$ cat src/rtl/mips_ctrl_pkg.sv
// Shared constants, state encoding and control-word type for the multicycle MIPS main control.
// ADDI_EN adds the ADDI_EX/ADDI_WB states and the ADDI opcode path.
package mips_ctrl_pkg;

  localparam logic [5:0] OP_R    = 6'b000000;
  localparam logic [5:0] OP_LW   = 6'b100011;
  localparam logic [5:0] OP_SW   = 6'b101011;
  localparam logic [5:0] OP_BEQ  = 6'b000100;
  localparam logic [5:0] OP_J    = 6'b000010;
  localparam logic [5:0] OP_ADDI = 6'b001000;

  localparam logic [1:0] ALUOP_ADD   = 2'b00;
  localparam logic [1:0] ALUOP_SUB   = 2'b01;
  localparam logic [1:0] ALUOP_FUNCT = 2'b10;

  localparam logic [1:0] SRCB_B       = 2'b00;
  localparam logic [1:0] SRCB_FOUR    = 2'b01;
  localparam logic [1:0] SRCB_IMM     = 2'b10;
  localparam logic [1:0] SRCB_IMM_SH2 = 2'b11;

  localparam logic [1:0] PCSRC_ALU    = 2'b00;
  localparam logic [1:0] PCSRC_ALUOUT = 2'b01;
  localparam logic [1:0] PCSRC_JUMP   = 2'b10;

  typedef enum logic [3:0] {
    FETCH    = 4'd0,
    DECODE   = 4'd1,
    MEMADR   = 4'd2,
    MEMRD    = 4'd3,
    MEMWB    = 4'd4,
    MEMWR    = 4'd5,
    RTYPE_EX = 4'd6,
    RTYPE_WB = 4'd7,
    BRN_PC   = 4'd8,
    BEQ_EX   = 4'd9,
    JUMP     = 4'd10
`ifdef ADDI_EN
    ,
    ADDI_EX  = 4'd11,
    ADDI_WB  = 4'd12
`endif
  } state_t;

  typedef struct packed {
    logic [1:0] aluop;
    logic       alusrca;
    logic [1:0] alusrcb;
    logic       pcwrite;
    logic       pcwritecond;
    logic [1:0] pcsource;
    logic       iord;
    logic       memread;
    logic       memwrite;
    logic       irwrite;
    logic       memtoreg;
    logic       regdst;
    logic       regwrite;
  } ctrl_t;

endpackage

$ cat src/rtl/multicycle_control_if.sv
// Control bus between the main-control FSM (master) and the datapath/ALU-control side (slave).
// op and brn flow into the controller; everything else is a datapath control line.
interface multicycle_control_if;
  logic [5:0] op;
  logic       brn;
  logic       aluop1;
  logic       aluop0;
  logic       alusrca;
  logic [1:0] alusrcb;
  logic       pcwrite;
  logic       pcwritecond;
  logic [1:0] pcsource;
  logic       iord;
  logic       memread;
  logic       memwrite;
  logic       irwrite;
  logic       memtoreg;
  logic       regdst;
  logic       regwrite;

  modport master (
    input  op, brn,
    output aluop1, aluop0, alusrca, alusrcb, pcwrite, pcwritecond, pcsource,
           iord, memread, memwrite, irwrite, memtoreg, regdst, regwrite
  );

  modport slave (
    output op, brn,
    input  aluop1, aluop0, alusrca, alusrcb, pcwrite, pcwritecond, pcsource,
           iord, memread, memwrite, irwrite, memtoreg, regdst, regwrite
  );
endinterface

$ cat src/rtl/multicycle_ctrl_decode.sv
// Moore output decoder: maps the current state to the datapath control word.
// Reset blanks every control line so nothing is written while reset is held.
module multicycle_ctrl_decode
  import mips_ctrl_pkg::*;
(
  input  state_t state,
  input  logic   reset,
  output ctrl_t  ctrl
);

  always_comb begin
    ctrl = '0;
    if (!reset) begin
      case (state)
        FETCH: begin
          ctrl.memread  = 1'b1;
          ctrl.irwrite  = 1'b1;
          ctrl.alusrcb  = SRCB_FOUR;
          ctrl.pcwrite  = 1'b1;
          ctrl.pcsource = PCSRC_ALU;
          ctrl.aluop    = ALUOP_ADD;
        end
        DECODE: begin
          // Speculative branch target into ALUOut
          ctrl.alusrcb = SRCB_IMM_SH2;
          ctrl.aluop   = ALUOP_ADD;
        end
        MEMADR: begin
          ctrl.alusrca = 1'b1;
          ctrl.alusrcb = SRCB_IMM;
          ctrl.aluop   = ALUOP_ADD;
        end
        MEMRD: begin
          ctrl.memread = 1'b1;
          ctrl.iord    = 1'b1;
        end
        MEMWB: begin
          ctrl.regwrite = 1'b1;
          ctrl.memtoreg = 1'b1;
        end
        MEMWR: begin
          ctrl.memwrite = 1'b1;
          ctrl.iord     = 1'b1;
        end
        RTYPE_EX: begin
          ctrl.alusrca = 1'b1;
          ctrl.alusrcb = SRCB_B;
          ctrl.aluop   = ALUOP_FUNCT;
        end
        RTYPE_WB: begin
          ctrl.regwrite = 1'b1;
          ctrl.regdst   = 1'b1;
        end
        BRN_PC: begin
          // ALUOut holds rs+0 from RTYPE_EX
          ctrl.pcwrite  = 1'b1;
          ctrl.pcsource = PCSRC_ALUOUT;
        end
        BEQ_EX: begin
          ctrl.alusrca     = 1'b1;
          ctrl.alusrcb     = SRCB_B;
          ctrl.aluop       = ALUOP_SUB;
          ctrl.pcwritecond = 1'b1;
          ctrl.pcsource    = PCSRC_ALUOUT;
        end
        JUMP: begin
          ctrl.pcwrite  = 1'b1;
          ctrl.pcsource = PCSRC_JUMP;
        end
`ifdef ADDI_EN
        ADDI_EX: begin
          ctrl.alusrca = 1'b1;
          ctrl.alusrcb = SRCB_IMM;
          ctrl.aluop   = ALUOP_ADD;
        end
        ADDI_WB: begin
          ctrl.regwrite = 1'b1;
        end
`endif
        default: ;
      endcase
    end
  end

endmodule

$ cat src/rtl/multicycle_control.sv
// Multicycle MIPS main-control FSM: state register, next-state logic and output mapping.
// Define ADDI_EN to add the ADDI execute/write-back states.
module multicycle_control
  import mips_ctrl_pkg::*;
#(
  parameter int STATE_W = 4
) (
  input  logic                   clk,
  input  logic                   reset,
  multicycle_control_if.master   bus,
  output logic [STATE_W-1:0]     state
);

  state_t state_q;
  state_t state_d;
  ctrl_t  ctrl;

  always_ff @(posedge clk) begin
    if (reset) state_q <= FETCH;
    else       state_q <= state_d;
  end

  always_comb begin
    state_d = FETCH;
    case (state_q)
      FETCH:  state_d = DECODE;
      DECODE: begin
        case (bus.op)
          OP_LW, OP_SW: state_d = MEMADR;
          OP_R:         state_d = RTYPE_EX;
          OP_BEQ:       state_d = BEQ_EX;
          OP_J:         state_d = JUMP;
`ifdef ADDI_EN
          OP_ADDI:      state_d = ADDI_EX;
`endif
          default:      state_d = FETCH;
        endcase
      end
      MEMADR: begin
        if (bus.op == OP_LW)      state_d = MEMRD;
        else if (bus.op == OP_SW) state_d = MEMWR;
        else                      state_d = FETCH;
      end
      MEMRD:    state_d = MEMWB;
      // brn is only meaningful while the ALU-control decoder sees ALUOp=10
      RTYPE_EX: state_d = bus.brn ? BRN_PC : RTYPE_WB;
`ifdef ADDI_EN
      ADDI_EX:  state_d = ADDI_WB;
`endif
      default:  state_d = FETCH;
    endcase
  end

  multicycle_ctrl_decode u_decode (
    .state (state_q),
    .reset (reset),
    .ctrl  (ctrl)
  );

  assign bus.aluop1      = ctrl.aluop[1];
  assign bus.aluop0      = ctrl.aluop[0];
  assign bus.alusrca     = ctrl.alusrca;
  assign bus.alusrcb     = ctrl.alusrcb;
  assign bus.pcwrite     = ctrl.pcwrite;
  assign bus.pcwritecond = ctrl.pcwritecond;
  assign bus.pcsource    = ctrl.pcsource;
  assign bus.iord        = ctrl.iord;
  assign bus.memread     = ctrl.memread;
  assign bus.memwrite    = ctrl.memwrite;
  assign bus.irwrite     = ctrl.irwrite;
  assign bus.memtoreg    = ctrl.memtoreg;
  assign bus.regdst      = ctrl.regdst;
  assign bus.regwrite    = ctrl.regwrite;

  assign state = STATE_W'(state_q);

endmodule

$ cat src/flat_wrapper.sv
// flat-port wrapper written by rule: the top's interface ports become plain ports
module multicycle_control_flat import mips_ctrl_pkg::*;
#(
  parameter int STATE_W = 4
)
  (clk, reset, state, bus_op, bus_brn, bus_aluop1, bus_aluop0, bus_alusrca, bus_alusrcb, bus_pcwrite, bus_pcwritecond, bus_pcsource, bus_iord, bus_memread, bus_memwrite, bus_irwrite, bus_memtoreg, bus_regdst, bus_regwrite);
  multicycle_control_if bus_i ();
  input  logic clk;
  input  logic reset;
  output logic [STATE_W-1:0] state;
  input wire logic [$bits(bus_i.op)-1:0] bus_op;
  input wire logic [$bits(bus_i.brn)-1:0] bus_brn;
  output wire logic [$bits(bus_i.aluop1)-1:0] bus_aluop1;
  output wire logic [$bits(bus_i.aluop0)-1:0] bus_aluop0;
  output wire logic [$bits(bus_i.alusrca)-1:0] bus_alusrca;
  output wire logic [$bits(bus_i.alusrcb)-1:0] bus_alusrcb;
  output wire logic [$bits(bus_i.pcwrite)-1:0] bus_pcwrite;
  output wire logic [$bits(bus_i.pcwritecond)-1:0] bus_pcwritecond;
  output wire logic [$bits(bus_i.pcsource)-1:0] bus_pcsource;
  output wire logic [$bits(bus_i.iord)-1:0] bus_iord;
  output wire logic [$bits(bus_i.memread)-1:0] bus_memread;
  output wire logic [$bits(bus_i.memwrite)-1:0] bus_memwrite;
  output wire logic [$bits(bus_i.irwrite)-1:0] bus_irwrite;
  output wire logic [$bits(bus_i.memtoreg)-1:0] bus_memtoreg;
  output wire logic [$bits(bus_i.regdst)-1:0] bus_regdst;
  output wire logic [$bits(bus_i.regwrite)-1:0] bus_regwrite;
  assign bus_i.op = bus_op;
  assign bus_i.brn = bus_brn;
  assign bus_aluop1 = bus_i.aluop1;
  assign bus_aluop0 = bus_i.aluop0;
  assign bus_alusrca = bus_i.alusrca;
  assign bus_alusrcb = bus_i.alusrcb;
  assign bus_pcwrite = bus_i.pcwrite;
  assign bus_pcwritecond = bus_i.pcwritecond;
  assign bus_pcsource = bus_i.pcsource;
  assign bus_iord = bus_i.iord;
  assign bus_memread = bus_i.memread;
  assign bus_memwrite = bus_i.memwrite;
  assign bus_irwrite = bus_i.irwrite;
  assign bus_memtoreg = bus_i.memtoreg;
  assign bus_regdst = bus_i.regdst;
  assign bus_regwrite = bus_i.regwrite;
  multicycle_control #(.STATE_W(STATE_W)) u_core (.clk(clk), .reset(reset), .bus(bus_i), .state(state));
endmodule
$ cat config.mk
export PLATFORM = sky130hd
export DESIGN_NAME = multicycle_control_flat
export DESIGN_NICKNAME = d
export VERILOG_FILES = /design/src/rtl/mips_ctrl_pkg.sv /design/src/rtl/multicycle_control_if.sv /design/src/rtl/multicycle_ctrl_decode.sv /design/src/rtl/multicycle_control.sv /design/src/flat_wrapper.sv
export SDC_FILE = /design/constraint.sdc
export NUM_CORES = 1
export LEC_CHECK = 0
export CAP_MARGIN = 20
export CORE_UTILIZATION = 35
export CTS_CLUSTER_SIZE = 8
export DETAILED_ROUTE_END_ITERATION = 8
export PLACE_DENSITY = 0.78
export SETUP_SLACK_MARGIN = 0.05
export SYNTH_ARGS = -nofsm -noshare
export SYNTH_HDL_FRONTEND = slang
export SYNTH_SLANG_ARGS = --single-unit
$ cat constraint.sdc
create_clock -name clk -period 2.7 [get_ports clk]
set_input_delay 0.54 -clock clk [delete_from_list [all_inputs] [get_ports clk]]
set_output_delay 0.54 -clock clk [all_outputs]
set_load 0.01 [all_outputs]
==> impl_metrics.env <==
export IMPL_status="finished, final reports clean"
export IMPL_slew_violations=0
export IMPL_finalCritPeriodShare=0.925
export IMPL_dieArea_mm2=0.00159
export IMPL_h_tree_depth=1
export IMPL_fin_area_um2=808
export IMPL_slew_headroom=0.625
export IMPL_drv_cap=0
export IMPL_synth_cell_type_count=31
export IMPL_layout_common_cells="clkdlybuf4s50_1 (22), nor2_1 (12), dlymetal6s2s_1 (6), nand2_1 (5), a21oi_1 (5)"
export IMPL_finClkSkew_ns=0.0000464
export IMPL_fin_crit_ns=2.50
export IMPL_clk_latency_ns=0.23
export IMPL_setup_slack_ns=0.202
export IMPL_num_vias=573
export IMPL_final_common_cell="clkdlybuf4s50_1"
export IMPL_ir_drop_mv=0.123
export IMPL_hp_class="reg -> reg"
export IMPL_die_y_um=39.9
export IMPL_ys_seq_elements=4
export IMPL_p_leak_nw=0.367
export IMPL_antenna_found_initial=0
export IMPL_timing_hold_ws_ns=0.672
export IMPL_viasPerCell=5.26
export IMPL_critPathArrivalTime_ns=1.96
export IMPL_setup_viol=0
export IMPL_start_util=0.381
export IMPL_wirelength_um=1310
export IMPL_io_pin_count=29
export IMPL_postCtsHoldBufs=0
export IMPL_critPathKind="in -> out"
export IMPL_overflow=0
export IMPL_core_area_mm2=0.00132
export IMPL_p_per_area_mw_per_mm2=252
export IMPL_gp_congestion=0.894
export IMPL_track_usage=0.179
export IMPL_placementRows=13
export IMPL_grt_pass1_wl_um=1900
export IMPL_drtPass1Iterations=4
export IMPL_antennaDiodeCount=0
export IMPL_synth_edf_count=0
export IMPL_die_w_um=39.9
export IMPL_crit_fanout=4
export IMPL_cts_buffers=3
export IMPL_start_kind="input pin"
export IMPL_synth_net_count=75
export IMPL_portBuffers=28
export IMPL_netlist_area_um2=502
export IMPL_max_clock_freq_mhz=400
export IMPL_r2r_setup_slack_ns=1.25
export IMPL_cts_sinks=4
export IMPL_drt_iter0_drc=17
export IMPL_grt_pass1_vias=451
export IMPL_cp_required_ns=2.16
export IMPL_postRouteAntennaNets=0
export IMPL_synth_warnings=0
export IMPL_placed_cell_area_um2=771
export IMPL_report_final_hold_viol_count=0
export IMPL_cts_root_buf="clkbuf_4"
export IMPL_drive_above_1_share=0.170
export IMPL_cts_buffer_depth=2
export IMPL_grt_max_degree=15
export IMPL_syn_inst=66
export IMPL_cts_tree="done"
export IMPL_largest_reg_flops=4
export IMPL_setup_tns_ns=0
export IMPL_synth_yosys_seq_area_share=0.160
export IMPL_drc_errors=0
export IMPL_clk_pin_slew_ns=0.04
export IMPL_place_hpwl_um=969
export IMPL_syn_to_final_growth_pct=61.1
export IMPL_end_kind="primary output"
export IMPL_async_reset_ff_frac=0
export IMPL_ys_flop_type="dfxtp_1"
export IMPL_syn_avg_cell_area_um2=7.60
export IMPL_worst_pin_slew_ns=0.562
export IMPL_dp_slack_ns=0.102
export IMPL_rsz0062_at_grt="false"
export IMPL_wl_per_cell_um=12.0
export IMPL_nNetsFinal=105
[final timing paths]
kind | cells after the start | to | start
worst max register to register | 4 | u_core.state[2] | u_core.state[0]
worst min-delay path | 2 | u_core.state[3] | u_core.state[2]
worst min register to register | 2 | u_core.state[3] | u_core.state[2]
worst max-delay path | 5 | bus_pcsource[1] | reset
[stage by stage]
stage	std cells	utilization	total power [mW]
global placement	106	0.585	0.132
global route	109	0.613	0.217
finish	109	0.613	0.204
detailed placement	106	0.585	0.132
floorplan	66	-	0.0998
CTS	109	0.602	0.207
[cell families after synthesis]
kind of cell	synth area share
flops	0.160
xor+xnor	0.0349
buf+inv	0.0898
compound gates	0.195
simple gates	0.521
[layer usage]
| metal | wire length (µm) | vias up | share of wire | track usage |
|---|---|---|---|---|
| met1 | 591 | 252 | 0.45 | 0.239 |
| met5 | 0 | - | 0 | 0 |
| li1 | - | 290 | - | - |
| met2 | 641 | 29 | 0.49 | 0.282 |
| met4 | 7 | 0 | 0.0053 | 0.0517 |
| met3 | 70 | 2 | 0.053 | 0.0341 |
[layout make-up]
cell class              instances  area [µm²]
repair buffers                 29         303
well taps                      15        18.8
clock buffers                   3        22.5
fillers                       126         509
multi-input cells              56         377
inverters                       2        7.51
flip-flops and latches          4        80.1
[report_power, final]
group / switching [mW] / internal (mW) / total [mW]
Clock: 0.0235 / 0.0497 / 0.0732
Combinational: 0.0274 / 0.0359 / 0.0632
Sequential: 0.00623 / 0.0610 / 0.0673
Total: 0.0571 / 0.147 / 0.204
[synth_stat cells (2+ instances only)]
| master | count | area [µm²] |
|---|---|---|
| and3_1 | 2 | 12.5 |
| nand2_1 | 5 | 18.8 |
| a22oi_1 | 2 | 15.0 |
| nand3_1 | 2 | 10.0 |
| buf_6 | 2 | 22.5 |
| buf_4 | 2 | 15.0 |
| nor3_2 | 2 | 20.0 |
| dfxtp_1 | 4 | 80.1 |
| inv_1 | 2 | 7.51 |
| nand2b_4 | 2 | 27.5 |
| nand2b_1 | 2 | 12.5 |
| nor2_1 | 12 | 45.0 |
| a21oi_1 | 5 | 25.0 |
| xor2_1 | 2 | 17.5 |
| nor3_1 | 4 | 20.0 |
[worst max-delay path, cell delays in order]
cell	delay, ns
clkdlybuf4s50_1	0.47
nor2_1	0.15
nand2_1	0.12
nor2_1	0.13
clkdlybuf4s50_1	0.55
[timing repair]
action,CTS,global route
resized for setup,0,6
endpoints found under the setup margin,0,6
buffers inserted,0,0
No activity file was read; power rests on OpenSTA's default activity.
